$ cat src/rtl/xswitch_req_arbiter_pkg.sv
// Shared types and helpers for the XSwitch request arbiter.
package xswitch_pkg;

  typedef enum logic {
    PRIO_RR    = 1'b0,
    PRIO_FIXED = 1'b1
  } prio_mode_e;

  typedef enum logic {
    TGT_IDLE   = 1'b0,
    TGT_LOCKED = 1'b1
  } tgt_state_e;

  // Index width for n items, never narrower than one bit.
  function automatic int clog2_min1(input int n);
    return (n <= 2) ? 1 : $clog2(n);
  endfunction

endpackage

$ cat src/rtl/xswitch_req_arbiter_if.sv
// Request/grant bundle between the initiator decoders and the arbiter.
interface xswitch_req_arbiter_if #(
  parameter int N_INIT = 3,
  parameter int N_TGT  = 5
);
  logic [N_INIT*N_TGT-1:0] i_req;
  logic [N_INIT-1:0]       i_last;
  logic [N_TGT-1:0]        t_rdy;
  logic [N_INIT*N_TGT-1:0] i_vreq;
  logic [N_TGT-1:0]        t_busy;

  modport master (
    output i_req, i_last, t_rdy,
    input  i_vreq, t_busy
  );

  modport slave (
    input  i_req, i_last, t_rdy,
    output i_vreq, t_busy
  );
endinterface

$ cat src/rtl/xswitch_req_arbiter_tgt_arb.sv
// Single-target arbiter: packet lock, owner, round-robin pointer, grant vector.
//
// state      | meaning
// -----------+-------------------------------------------------------------
// TGT_IDLE   | no packet in flight; arbitrate among ready requesters
// TGT_LOCKED | mid-packet; only owner_q may be granted until its last beat
module xswitch_tgt_arb
  import xswitch_pkg::*;
#(
  parameter int N_INIT    = 3,
  parameter int LOCK_EN   = 1,
  parameter int PRIO_MODE = 0
) (
  input  logic              clk,
  input  logic              rstn,
  input  logic [N_INIT-1:0] req_i,
  input  logic [N_INIT-1:0] last_i,
  input  logic              rdy_i,
  output logic [N_INIT-1:0] gnt_o,
  output logic              busy_o
);

  localparam int IW = clog2_min1(N_INIT);
  localparam logic [IW-1:0] LAST_IDX = IW'(N_INIT - 1);
  localparam bit FIXED = (PRIO_MODE == int'(PRIO_FIXED));

  function automatic logic [IW-1:0] next_idx(input logic [IW-1:0] x);
    return (x == LAST_IDX) ? '0 : x + 1'b1;
  endfunction

  tgt_state_e        state_q, state_d;
  logic [IW-1:0]     owner_q, owner_d;
  logic [IW-1:0]     ptr_q, ptr_d;
  logic [N_INIT-1:0] avail;
  logic [N_INIT-1:0] gnt;
  logic              found;
  logic [IW-1:0]     win;
  logic [IW-1:0]     start;
  logic [IW:0]       sum;
  logic [IW-1:0]     idx;

  assign avail = req_i & {N_INIT{rdy_i}};

  // Find the first available requester, scanning upward from the start index with wrap.
  always_comb begin
    found = 1'b0;
    win   = '0;
    sum   = '0;
    idx   = '0;
    start = FIXED ? '0 : ptr_q;
    for (int k = 0; k < N_INIT; k++) begin
      sum = {1'b0, start} + (IW+1)'(k);
      if (sum >= (IW+1)'(N_INIT)) sum = sum - (IW+1)'(N_INIT);
      idx = sum[IW-1:0];
      if (!found && avail[idx]) begin
        found = 1'b1;
        win   = idx;
      end
    end
  end

  // Next-state, owner/pointer update and raw grant.
  always_comb begin
    state_d = state_q;
    owner_d = owner_q;
    ptr_d   = ptr_q;
    gnt     = '0;
    case (state_q)
      TGT_IDLE: begin
        if (found) begin
          gnt[win] = 1'b1;
          if (LOCK_EN != 0 && !last_i[win]) begin
            state_d = TGT_LOCKED;
            owner_d = win;
          end else begin
            ptr_d = next_idx(win);
          end
        end
      end
      TGT_LOCKED: begin
        gnt[owner_q] = avail[owner_q];
        if (avail[owner_q] && last_i[owner_q]) begin
          state_d = TGT_IDLE;
          ptr_d   = next_idx(owner_q);
        end
      end
      default: state_d = TGT_IDLE;
    endcase
  end

  // Grants are suppressed while reset is asserted, not just after the next edge.
  assign gnt_o  = rstn ? gnt : '0;
  assign busy_o = (state_q == TGT_LOCKED);

  // State, owner and pointer registers.
  always_ff @(posedge clk or negedge rstn) begin
    if (!rstn) begin
      state_q <= TGT_IDLE;
      owner_q <= '0;
      ptr_q   <= '0;
    end else begin
      state_q <= state_d;
      owner_q <= owner_d;
      ptr_q   <= ptr_d;
    end
  end

`ifndef SYNTHESIS
  // Grant sanity: one winner, only ready requesters, owner exclusivity while locked.
  always @(posedge clk) begin
    if (rstn) begin
      assert ($onehot0(gnt_o)) else $error("tgt_arb: grant not onehot0 %b", gnt_o);
      assert ((gnt_o & ~avail) == '0) else $error("tgt_arb: grant without req/rdy %b", gnt_o);
      if (state_q == TGT_LOCKED)
        assert ((gnt_o & ~(N_INIT'(1) << owner_q)) == '0)
          else $error("tgt_arb: non-owner granted while locked %b", gnt_o);
    end
  end
`endif

endmodule

$ cat src/rtl/xswitch_req_arbiter.sv
// Crossbar request arbiter: one xswitch_tgt_arb per target, bit slices transposed here.
module xswitch_req_arbiter
  import xswitch_pkg::*;
#(
  parameter int N_INIT    = 3,
  parameter int N_TGT     = 5,
  parameter int LOCK_EN   = 1,
  parameter int PRIO_MODE = 0
) (
  input logic                 clk,
  input logic                 rstn,
  xswitch_req_arbiter_if.slave bus
);

  for (genvar t = 0; t < N_TGT; t++) begin : g_tgt
    logic [N_INIT-1:0] req_t;
    logic [N_INIT-1:0] gnt_t;

    for (genvar i = 0; i < N_INIT; i++) begin : g_init
      assign req_t[i]                 = bus.i_req[i*N_TGT + t];
      assign bus.i_vreq[i*N_TGT + t]  = gnt_t[i];
    end

    xswitch_tgt_arb #(
      .N_INIT   (N_INIT),
      .LOCK_EN  (LOCK_EN),
      .PRIO_MODE(PRIO_MODE)
    ) u_arb (
      .clk   (clk),
      .rstn  (rstn),
      .req_i (req_t),
      .last_i(bus.i_last),
      .rdy_i (bus.t_rdy[t]),
      .gnt_o (gnt_t),
      .busy_o(bus.t_busy[t])
    );
  end

`ifndef SYNTHESIS
  // Each initiator targets at most one destination per cycle.
  for (genvar i = 0; i < N_INIT; i++) begin : g_chk
    always @(posedge clk) begin
      if (rstn)
        assume ($onehot0(bus.i_req[i*N_TGT +: N_TGT]))
          else $error("arbiter: initiator %0d request not onehot0", i);
    end
  end
`endif

endmodule

$ cat src/flat_wrapper.sv
// flat-port wrapper written by rule: the top's interface ports become plain ports
module xswitch_req_arbiter_flat import xswitch_pkg::*;
#(
  parameter int N_INIT    = 3,
  parameter int N_TGT     = 5,
  parameter int LOCK_EN   = 1,
  parameter int PRIO_MODE = 0
)
  (clk, rstn, bus_i_req, bus_i_last, bus_t_rdy, bus_i_vreq, bus_t_busy);
  xswitch_req_arbiter_if #(.N_INIT(N_INIT), .N_TGT(N_TGT)) bus_i ();
  input logic clk;
  input logic rstn;
  input wire logic [$bits(bus_i.i_req)-1:0] bus_i_req;
  input wire logic [$bits(bus_i.i_last)-1:0] bus_i_last;
  input wire logic [$bits(bus_i.t_rdy)-1:0] bus_t_rdy;
  output wire logic [$bits(bus_i.i_vreq)-1:0] bus_i_vreq;
  output wire logic [$bits(bus_i.t_busy)-1:0] bus_t_busy;
  assign bus_i.i_req = bus_i_req;
  assign bus_i.i_last = bus_i_last;
  assign bus_i.t_rdy = bus_t_rdy;
  assign bus_i_vreq = bus_i.i_vreq;
  assign bus_t_busy = bus_i.t_busy;
  xswitch_req_arbiter #(.N_INIT(N_INIT), .N_TGT(N_TGT), .LOCK_EN(LOCK_EN), .PRIO_MODE(PRIO_MODE)) u_core (.clk(clk), .rstn(rstn), .bus(bus_i));
endmodule
$ cat config.mk
export PLATFORM = sky130hd
export DESIGN_NAME = xswitch_req_arbiter_flat
export DESIGN_NICKNAME = d
export VERILOG_FILES = /design/src/rtl/xswitch_req_arbiter_pkg.sv /design/src/rtl/xswitch_req_arbiter_if.sv /design/src/rtl/xswitch_req_arbiter_tgt_arb.sv /design/src/rtl/xswitch_req_arbiter.sv /design/src/flat_wrapper.sv
export SDC_FILE = /design/constraint.sdc
export NUM_CORES = 1
export LEC_CHECK = 0
export ABC_AREA = 1
export CAP_MARGIN = 10
export CORE_UTILIZATION = 55
export DETAILED_ROUTE_END_ITERATION = 7
export GPL_ROUTABILITY_DRIVEN = 0
export HOLD_SLACK_MARGIN = 0.03
export PLACE_DENSITY = 0.91
export SYNTH_ARGS = -nofsm -noshare
export SYNTH_HDL_FRONTEND = slang
export SYNTH_SLANG_ARGS = --single-unit
$ cat constraint.sdc
create_clock -name clk -period 5.54 [get_ports clk]
set_clock_uncertainty 0.2 [all_clocks]
set_input_delay 1.385 -clock clk [delete_from_list [all_inputs] [get_ports clk]]
set_output_delay 1.385 -clock clk [all_outputs]
set_load 0.02 [all_outputs]
# Word-level counts from Yosys, hierarchy flattened
# Cells that the tools add are included.
[word_totals] wordCells=380 regBits=25
[classes] add_sub_neg=35 order_cmp=50 muxes=190 bitwise=20 reduce_logical=45 eq_ne=25
[ops] cell="2-to-1 mux 2 bit" n=55
[ops] cell="less-than comparator 2 x 3 -> 1 bit, second input constant" n=25
[ops] cell="2-to-1 mux 1 bit" n=70
[ops] cell="binary-select mux 1 bit (select 2 bit)" n=30
[ops] cell="bitwise AND 3 bit" n=10
[ops] cell="greater-or-equal comparator 3 x 2 -> 1 bit, second input constant" n=10
[ops] cell="2-to-1 mux 3 bit" n=10
[ops] cell="one-hot mux 3 bit (2 select lines)" n=5
[ops] cell="AND reduction 3 bit" n=10
[ops] cell="subtractor 2 bit, second input constant" n=15
[ops] cell="logical AND 1 bit" n=25
[ops] cell="adder 2 x 1 -> 2 bit, second input constant" n=10
[ops] cell="demux 1 bit (select 2 bit)" n=10
[ops] cell="== test 2 bit, second input constant" n=10
[ops] cell="greater-or-equal comparator 2 x 1 -> 1 bit, second input constant" n=10
[ops] cell="!= test 2 bit, second input constant" n=10
[ops] cell="one-hot mux 2 bit (2 select lines)" n=5
[ops] cell="adder 2 x 1 -> 3 bit, second input constant" n=5
[ops] cell="adder 2 x 2 -> 3 bit, second input constant" n=5
[ops] cell="greater-or-equal comparator 2 bit, second input constant" n=5
[ops] cell="logical NOT 1 bit" n=10
[ops] cell="!= test 2 x 1 -> 1 bit, second input constant" n=5
[ops] cell="inverter 1 bit" n=10
[ops] cell="one-hot mux 1 bit (2 select lines)" n=5

# Depth between registers and ports, before layout
# Gate-level depths: netlist (run 1).
[depth] depth_word=18 mapped_depth=17 mapped_depth_nobuf=17

# By module
# Synthesis (run 1) repeated with hierarchy kept, for this count alone.
[hier_totals] cells_unflattened=566 hier_area_um2=3350.7
[by_module_without_submodules] mod="xswitch_tgt_arb (u_core.g_tgt[1].u_arb ...)" n_inst=3 seq_area_each_um2=125.1 area_each_um2=663.1 cells_each=112
[by_module_without_submodules] mod="xswitch_tgt_arb (u_core.g_tgt[4].u_arb)" n_inst=1 seq_area_each_um2=125.1 area_each_um2=690.7 cells_each=118
[by_module_without_submodules] mod="xswitch_tgt_arb (u_core.g_tgt[0].u_arb)" n_inst=1 seq_area_each_um2=125.1 area_each_um2=670.6 cells_each=112

# Least setup slack after synthesis (run 1)
# OpenSTA, ideal clock, no wires.
[synth_path] kind="input-to-output" from="in bus_i_req[13]" to="out bus_i_vreq[8]" required_ns=3.955 arrival_time_ns=2.597 path_slack_ns=1.358 cell_stages=8 cell_sequence="nand2_1 > inv_1 > nand3_1 > nand2_1 > nand3_1 > o21ai_0 > inv_1 > a211oi_1"
[synth_between] elab_chain_len=17 elab_cells_between_ends=28
[synth_rtl] item="from (decl)" line="flat_wrapper.sv:13" text="input wire logic [$bits(bus_i.i_req)-1:0] bus_i_req;"
[synth_rtl] item="bitwise AND 3 bit *" line="xswitch_req_arbiter_tgt_arb.sv:42" text="assign avail = req_i & {N_INIT{rdy_i}};"
[synth_rtl] item="binary-select mux 1 bit (select 2 bit)" line="xswitch_req_arbiter_tgt_arb.sv:55" text="if (!found && avail[idx]) begin"
[synth_rtl] item="2-to-1 mux 1 bit (not written as such)" line="xswitch_req_arbiter_tgt_arb.sv:55"
[synth_rtl] item="2-to-1 mux 1 bit" line="xswitch_req_arbiter_tgt_arb.sv:55"
[synth_rtl] item="logical NOT 1 bit" line="xswitch_req_arbiter_tgt_arb.sv:55"
[synth_rtl] item="logical AND 1 bit" line="xswitch_req_arbiter_tgt_arb.sv:55"
[synth_rtl] item="2-to-1 mux 1 bit" line="xswitch_req_arbiter_tgt_arb.sv:55"
[synth_rtl] item="logical NOT 1 bit" line="xswitch_req_arbiter_tgt_arb.sv:55"
[synth_rtl] item="logical AND 1 bit" line="xswitch_req_arbiter_tgt_arb.sv:55"
[synth_rtl] item="2-to-1 mux 2 bit" line="xswitch_req_arbiter_tgt_arb.sv:55"
[synth_rtl] item="less-than comparator 2 x 3 -> 1 bit (not written as such) or greater-or-equal comparator 2 x 1 -> 1 bit (tied branches)" line="xswitch_req_arbiter_tgt_arb.sv:71" text="gnt[win] = 1'b1;"
[synth_rtl] item="logical AND 1 bit (not written as such)" line="xswitch_req_arbiter_tgt_arb.sv:71"
[synth_rtl] item="2-to-1 mux 1 bit (not written as such)" line="xswitch_req_arbiter_tgt_arb.sv:71"
[synth_rtl] item="demux 1 bit (select 2 bit)" line="xswitch_req_arbiter_tgt_arb.sv:71"
[synth_rtl] item="2-to-1 mux 3 bit" line="xswitch_req_arbiter_tgt_arb.sv:70" text="if (found) begin"
[synth_rtl] item="one-hot mux 3 bit (2 select lines) *" line="xswitch_req_arbiter_tgt_arb.sv:68" text="case (state_q)"
[synth_rtl] item="2-to-1 mux 3 bit *" line="xswitch_req_arbiter_tgt_arb.sv:92" text="assign gnt_o = rstn ? gnt : '0;"
[synth_rtl] item="to (decl)" line="flat_wrapper.sv:16" text="output wire logic [$bits(bus_i.i_vreq)-1:0] bus_i_vreq;"
# Mark *: on every way between the ends. The rest lies on a longest branch, timed or not. The select of a mux whose other input is x is not followed.

# Worst setup path in the final report (run 1)
[layout_path] from="in bus_t_rdy[1]" to="out bus_i_vreq[1]"
[layout_between] elab_chain_len=17 elab_cells_between_ends=28
[layout_rtl] item="from (decl)" line="flat_wrapper.sv:15" text="input wire logic [$bits(bus_i.t_rdy)-1:0] bus_t_rdy;"
[layout_rtl] item="bitwise AND 3 bit *" line="xswitch_req_arbiter_tgt_arb.sv:42"
[layout_rtl] item="binary-select mux 1 bit (select 2 bit)" line="xswitch_req_arbiter_tgt_arb.sv:55"
[layout_rtl] item="2-to-1 mux 1 bit (not written as such)" line="xswitch_req_arbiter_tgt_arb.sv:55"
[layout_rtl] item="2-to-1 mux 1 bit" line="xswitch_req_arbiter_tgt_arb.sv:55"
[layout_rtl] item="logical NOT 1 bit" line="xswitch_req_arbiter_tgt_arb.sv:55"
[layout_rtl] item="logical AND 1 bit" line="xswitch_req_arbiter_tgt_arb.sv:55"
[layout_rtl] item="2-to-1 mux 1 bit" line="xswitch_req_arbiter_tgt_arb.sv:55"
[layout_rtl] item="logical NOT 1 bit" line="xswitch_req_arbiter_tgt_arb.sv:55"
[layout_rtl] item="logical AND 1 bit" line="xswitch_req_arbiter_tgt_arb.sv:55"
[layout_rtl] item="2-to-1 mux 2 bit" line="xswitch_req_arbiter_tgt_arb.sv:55"
[layout_rtl] item="less-than comparator 2 x 3 -> 1 bit (not written as such) or greater-or-equal comparator 2 x 1 -> 1 bit (tied branches)" line="xswitch_req_arbiter_tgt_arb.sv:71"
[layout_rtl] item="logical AND 1 bit (not written as such)" line="xswitch_req_arbiter_tgt_arb.sv:71"
[layout_rtl] item="2-to-1 mux 1 bit (not written as such)" line="xswitch_req_arbiter_tgt_arb.sv:71"
[layout_rtl] item="demux 1 bit (select 2 bit)" line="xswitch_req_arbiter_tgt_arb.sv:71"
[layout_rtl] item="2-to-1 mux 3 bit" line="xswitch_req_arbiter_tgt_arb.sv:70"
[layout_rtl] item="one-hot mux 3 bit (2 select lines) *" line="xswitch_req_arbiter_tgt_arb.sv:68"
[layout_rtl] item="2-to-1 mux 3 bit *" line="xswitch_req_arbiter_tgt_arb.sv:92"
# Marks and branches as above.

==> key figures, run 1 <==
Cells and area
  – Area growth syn-to-layout: 17.0%
  – Ant diodes: 0
  – Layout cells sized above 1: 6.42%
  – Final Non-Filler Cells: 648
  – Nets: 617

Synth
  – Synth Area in Simple Gates: 49.8%
  – Synth Net Count: 575
  – Register area share after synthesis: 20.0%
  – Largest family of logic cells by synthesized area: simple AND/OR/NAND/NOR gates
  – Synth Area in XOR/XNOR: 0%
  – Syn Inst Count: 535
  – Synth Area in Compound Gates: 13.1%
  – Synth warn: 0
  – Multiplexer share of the synthesized area: 0%
  – Yosys top cell area share: 20.0%
  – Syn avg cell area: 5.85 um2
  – Synth area leaders: dfrtp_1 20%, nand2_1 19%, nand3_1 14%
  – Post-Synth Adder-Cell Area: 6.00%
  – Yosys cell types: 36
  – Register bit total from synthesis: 25
  – Netlist Area Pre-Place: 3130 um2
  – Largest area contributor in the netlist: dfrtp_1

Worst setup path
  – Worst r2r path cells: 14
  – CP delay by family, top: buffers and inverters
  – CP bufs+invs: 2
  – CP Data Arrival Time: 3.73 ns
  – CP startpoint kind: input pin
  – Crit path cell chain: clkdlybuf4s50_1, nand2_1, nand2_1, nand3_2, nand2_2, nand2_2, o21ai_2, nand2_2, nor2_1, nand3_1, a21oi_1, clkdlybuf4s50_1
  – Stages on the worst setup path: 12
  – CP endpoint kind: output pin
  – Critical path class: input pin to output pin
  – CP Max Fanout: 7
  – Critical path required time: 3.95 ns
  – Most frequent CP cell: nand2_2
  – Slowest CP cell: clkdlybuf4s50_1
  – Crit path largest cell delay: 0.62 ns

Min path
  – Worst min-delay path class: register to register
  – Hold Path Stages: 2

Placement
  – Port Buffer Count: 44
  – Detail Placement HPWL: 6470 um
  – Placed cells: 644

Die
  – Initial Utilization: 56.9%
  – Die area: 6000 um2
  – Die Width: 77.4 um
  – Core region area: 5510 um2
  – Boundary pin count: 45
  – Die height: 77.4 um
  – Row count: 27

STA
  – Setup TNS: 0 ns
  – Final Max Tran Viols: 0
  – Post-route minimum period: 5.31 ns
  – Setup repair after global routing missed its margin: false
  – Slew headroom: 66.3%
  – Fmax: 188 MHz
  – Final Hold Fails: 0
  – Final setup vio count: 0
  – Worst-Margin Slew: 0.505 ns
  – Period utilization: 95.9%

Power
  – VDD IR max: 322 uV
  – Cell internal pwr: 0.926 mW
  – Seq pwr share: 16.9%
  – Leakage dissipation: 1.96 nW
  – Sw frac: 58.7%
  – P per Cell Area: 612 nW/um2
  – Clock share of power: 4.8%
  – Net Sw Power: 1.31 mW
  – Combinational share of power: 78.3%

CTS
  – Clock sink total: 25
  – CTS tree: built
  – H-tree depth: 1
  – Cts bufs inserted: 3
  – CTS resizes: 0
  – Clk slew on worst S/H paths: 0.09 ns
  – Clock Tree Root: clkbuf_8
  – Skew-Pair Late Insertion Delay: 0.26 ns
  – Hold buffers post-CTS: 0
  – Postcts setup bufs: 0
  – Bufs on Longest Clock Path: 2

Run
  – Maxcap violations: 0

Drt
  – Router iterations before antenna repair: 5
  – Final routed DRC violation total: 0
  – Routed WL: 8180 um
  – Antenna viol nets, final: 0
  – Vias post-DR: 3755
  – Drt wl/cell: 12.6 um
  – Initial DRC Count: 226
  – Via density: 5.79

Global routing
  – Pin count of the biggest net entering global routing: 30
  – Initial antenna violation count: 0
  – Global Route Usage Sum: 27.5%
  – Total grt overflow: 0
  – Number of global-route vias before repair: 3367
  – First-pass GRT wire length: 13900 um

Status
  – Outcome: completed
-- Yosys cell counts (all sizes together) --
library cell and n:
o211a 1, o21ai 31, nand4 21, a21boi 3, nor2 40, ha 15
o221ai 1, o22a 1, dfrtp 25, o31ai 1, o21a 1, nand2 174
o22ai 3, nor3 7, nand3b 3, o211ai 3, inv 79, clkbuf 1
o2bb2ai 1, a21oi 14, nand3 95, a31oi 3, buf 7, a22oi 3
a211oi 2
-- area by class of cell --
class                   instances  area, um2
fillers                       504       1840
multi-input cells             423       2160
inverters                      79        297
flip-flops and latches         25        626
well taps                      72       90.1
clock inverters                 1       5.00
clock buffers                   3       41.3
repair buffers                 45        448
-- layer usage --
layer  global-route usage [%]  up-vias  part of all wire, %
li1                         -     1854                    -
met1                     33.9     1719                   43
met2                     49.7      161                   49
met3                     2.82       21                  6.1
met4                     8.68        0                  1.5
met5                        0        -                    0
-- stage by stage --
stage	hold WS [ns]	setup WS, ns	utilization [%]	power [mW]	area (um2)
after floorplan	0.264	1.36	-	1.69	3130
after global placement	0.290	0.360	65.7	2.03	3620
after detailed placement	0.292	0.269	65.7	2.10	3620
after CTS	0.313	0.258	66.5	2.21	3660
after global routing	0.331	0.0642	66.5	2.48	3660
final	0.306	0.229	66.5	2.24	3660
-- cells in the final DEF (no fill, tap or decap), drive strengths merged, types with 7 or more instances in the layout --
cell type and count:
a21oi 14, clkdlybuf4s50 44, dfrtp 25, ha 15
inv 79, nand2 174, nand3 95, nand4 21
nor2 40, nor3 7, o21ai 31
-- logic make-up after synthesis --
logic type / after synthesis
and+or+nand+nor: 340
buffers and inverters: 87
AOI/OAI and AO/OA: 68
DFF: 25
adders and majority gates: 15
-- worst min-delay path, cell delays in order, from the launching register on --
cell and delay, ns:
dfrtp_1 0.37, nand2_1 0.06, nand2_1 0.05
-- power groups by stage --
stage	combinational [mW]	sequential, mW	clock, mW
2_1_floorplan	1.35	0.340	0
3_3_place_gp	1.66	0.372	0
3_5_place_dp	1.72	0.377	0
4_1_cts	1.73	0.374	0.111
5_1_grt	1.97	0.390	0.119
6_report	1.75	0.378	0.108
-- registers in the layout (all words and copies together) (netlist names) --
register,cells
u_core.g_tgt.u_arb.busy_o,5
u_core.g_tgt.u_arb.ptr_q,10
u_core.g_tgt.u_arb.owner_q,10
-- path summary, 6_finish.rpt --
kind | from | endpoint | slack, ns
setup / recovery | bus_t_rdy[1] | bus_i_vreq[1] | 0.23
max in group asynchronous | rstn | u_core.g_tgt[1].u_arb.ptr_q[0]$_DFFE_PN0P_ | 3.53
hold / removal | u_core.g_tgt[1].u_arb.ptr_q[0]$_DFFE_PN0P_ | u_core.g_tgt[1].u_arb.ptr_q[0]$_DFFE_PN0P_ | 0.31
setup reg to reg | u_core.g_tgt[2].u_arb.ptr_q[0]$_DFFE_PN0P_ | u_core.g_tgt[2].u_arb.owner_q[0]$_DFFE_PN0P_ | 3.11
hold reg to reg | u_core.g_tgt[1].u_arb.ptr_q[0]$_DFFE_PN0P_ | u_core.g_tgt[1].u_arb.ptr_q[0]$_DFFE_PN0P_ | 0.31
min in group asynchronous | rstn | u_core.g_tgt[2].u_arb.ptr_q[0]$_DFFE_PN0P_ | 1.33
Note: power is estimated with default switching activity, not from simulation.
==> run 2: changes to the inputs <==
- GPL_TIMING_DRIVEN: not set -> 0
- SKIP_CTS_REPAIR_TIMING: not set -> 1
- SKIP_LAST_GASP: not set -> 1
==> key figures, run 2 (same netlist as run 1, synthesis figures left out) <==
STA
  – Final Max Tran Viols: 0 (unchanged)
  – Hold_ws: 0.320 ns (+0.0149 ns)
  – Period utilization: 96.6% (+0.71 points)
  – Setup repair after global routing missed its margin: false
  – Post-route minimum period: 5.35 ns (+0.0394 ns)
  – Final Hold Fails: 0 (unchanged)
  – Fmax: 187 MHz (-0.74%)
  – Worst-Margin Slew: 0.609 ns (+0.104 ns)
  – Setup TNS: 0 ns (unchanged)
  – Final setup vio count: 0 (unchanged)
  – Slew headroom: 59.4% (-6.9 points)

Cells and area
  – Footprint of the multi-input gates: 2160 um2 (unchanged)
  – Number of fill cells: 473 (-6.2%)
  – End-of-flow core utilization: 67.9% (+1.4 points)
  – Ant diodes: 0 (unchanged)
  – Nets: 625 (+1.3%)
  – Commonest cells after routing, fill and taps aside: 161 x nand2_1, 88 x nand3_1, 74 x inv_1
  – Area growth syn-to-layout: 19.5%
  – FF+latch area: 626 um2 (unchanged)
  – Commonest non-fill, non-tap cell in the layout: nand2_1
  – Final Non-Filler Cells: 656 (+1.2%)
  – Layout cells sized above 1: 7.53% (+1.1 points)
  – Final Cell Area: 3740 um2 (+2.1%)

Die
  – Die height: 77.4 um (unchanged)
  – Boundary pin count: 45 (unchanged)
  – Row count: 27 (unchanged)
  – Core region area: 5510 um2 (unchanged)
  – Die area: 6000 um2 (unchanged)
  – Die Width: 77.4 um (unchanged)
  – Initial Utilization: 56.9% (unchanged)

Worst setup path
  – CP Max Fanout: 6 (-1)
  – Critical path required time: 3.95 ns (about the same)
  – Reg-to-reg critical path startpoint: u_core.g_tgt[1].u_arb.ptr_q[0]$_DFFE_PN0P_
  – R2R setup slack: 3.05 ns (-0.06 ns)
  – R2R Path End: u_core.g_tgt[1].u_arb.ptr_q[0]$_DFFE_PN0P_
  – Critical path class: input pin to output pin
  – Worst r2r path cells: 16 (+2)
  – Worst Setup SP: bus_t_rdy[4]
  – CP startpoint kind: input pin
  – CP endpoint kind: output pin
  – CP Data Arrival Time: 3.77 ns (+0.04 ns)

Placement
  – Placed cells: 652 (+1.2%)
  – Port Buffer Count: 44 (unchanged)
  – Placed instance area: 3690 um2 (+2.0%)
  – Detail Placement HPWL: 6620 um (+2.4%)

Global routing
  – Global Route Usage Sum: 28.0% (+0.57 points)
  – Initial antenna violation count: 0 (unchanged)
  – Number of global-route vias before repair: 3455 (+2.6%)
  – First-pass GRT wire length: 14200 um (+2.5%)
  – Total grt overflow: 0 (unchanged)
  – Pin count of the biggest net entering global routing: 23 (-23%)

CTS
  – Cts bufs inserted: 3 (unchanged)
  – Skew-Pair Late Insertion Delay: 0.27 ns (about the same)
  – H-tree depth: 1 (unchanged)
  – Bufs on Longest Clock Path: 2 (unchanged)
  – Clock Tree Root: clkbuf_8
  – Clk slew on worst S/H paths: 0.09 ns (about the same)
  – Clock sink total: 25 (unchanged)
  – CTS tree: built

Drt
  – Via density: 5.73 (-1.2%)
  – Initial DRC Count: 274 (+21%)
  – Antenna viol nets, final: 0 (unchanged)
  – Router iterations before antenna repair: 5 (unchanged)
  – Final routed DRC violation total: 0 (unchanged)
  – Vias post-DR: 3756 (+0.027%)
  – Routed WL: 8440 um (+3.1%)
  – Drt wl/cell: 12.9 um (+1.9%)

Power
  – VDD IR max: 400 uV (+24%)
  – P per Cell Area: 610 nW/um2 (-0.28%)
  – Leakage dissipation: 2.02 nW (+3.5%)

Min path
  – Hold Path Stages: 2 (unchanged)
  – Worst Hold Path EP: u_core.g_tgt[2].u_arb.ptr_q[0]$_DFFE_PN0P_
  – Worst min-delay path class: register to register
  – HP Start: u_core.g_tgt[2].u_arb.ptr_q[0]$_DFFE_PN0P_

Status
  – Outcome: completed

Run
  – Maxcap violations: 0 (unchanged)
[run 2: cell types whose count changed in the layout (fill, tap and decap cells not counted)]
cell	previous run	this run
buf_4	1	5
buf_2	0	2
clkdlybuf4s50_1	44	42
dlymetal6s2s_1	0	2
buf_16	0	1
clkbuf_1	0	1
[run 2: per-layer routing]
metal / GRT usage [%] / routed length, um / up-vias
met5: 0 / 0 / -
met4: 7.92 / 115 / 0
met3: 3.76 / 500 / 18
met2: 51.2 / 4330 / 149
met1: 34.1 / 3490 / 1722
li1: - / - / 1867
[run 2: through the flow]
| step | power, mW | setup slack [ns] |
|---|---|---|
| after global routing | 2.51 | 0.0414 |
| after floorplan | 1.69 | 1.36 |
| final | 2.28 | 0.189 |
| after CTS | 2.25 | 0.154 |
| after detailed placement | 2.13 | 0.157 |
| after global placement | 2.06 | -0.237 |
[run 2: worst max path at each step]
stage                               end  cells after the start
after floorplan           bus_i_vreq[8]                      8
after global placement    bus_i_vreq[8]                      5
after detailed placement  bus_i_vreq[2]                     12
after CTS                 bus_i_vreq[2]                     12
after global routing      bus_i_vreq[4]                     10
final                     bus_i_vreq[4]                     10
[run 2: cell type report]
class | count | share of cell area [%]
Multi-Input combinational cell | 423 | 57.7
Sequential cell | 25 | 16.7
Timing Repair Buffer | 45 | 12.6
Inverter | 79 | 7.93
Tap cell | 72 | 2.41
Buffer | 8 | 1.37
Clock buffer | 3 | 1.10
Clock inverter | 1 | 0.134
[run 2: worst max-delay path, stage by stage]
cell	delay [ns]
clkdlybuf4s50_1	0.58
nand2_2	0.12
o21ai_1	0.13
nand2_1	0.15
a21boi_1	0.22
nand3_1	0.18
nor2_1	0.15
a21oi_1	0.09
nor2_1	0.13
clkdlybuf4s50_1	0.63
[run 2: power by group]
part           switching (mW)  total, mW  internal (mW)
registers               0.103      0.370          0.267
logic                    1.17       1.80          0.635
clock network          0.0577      0.108         0.0504
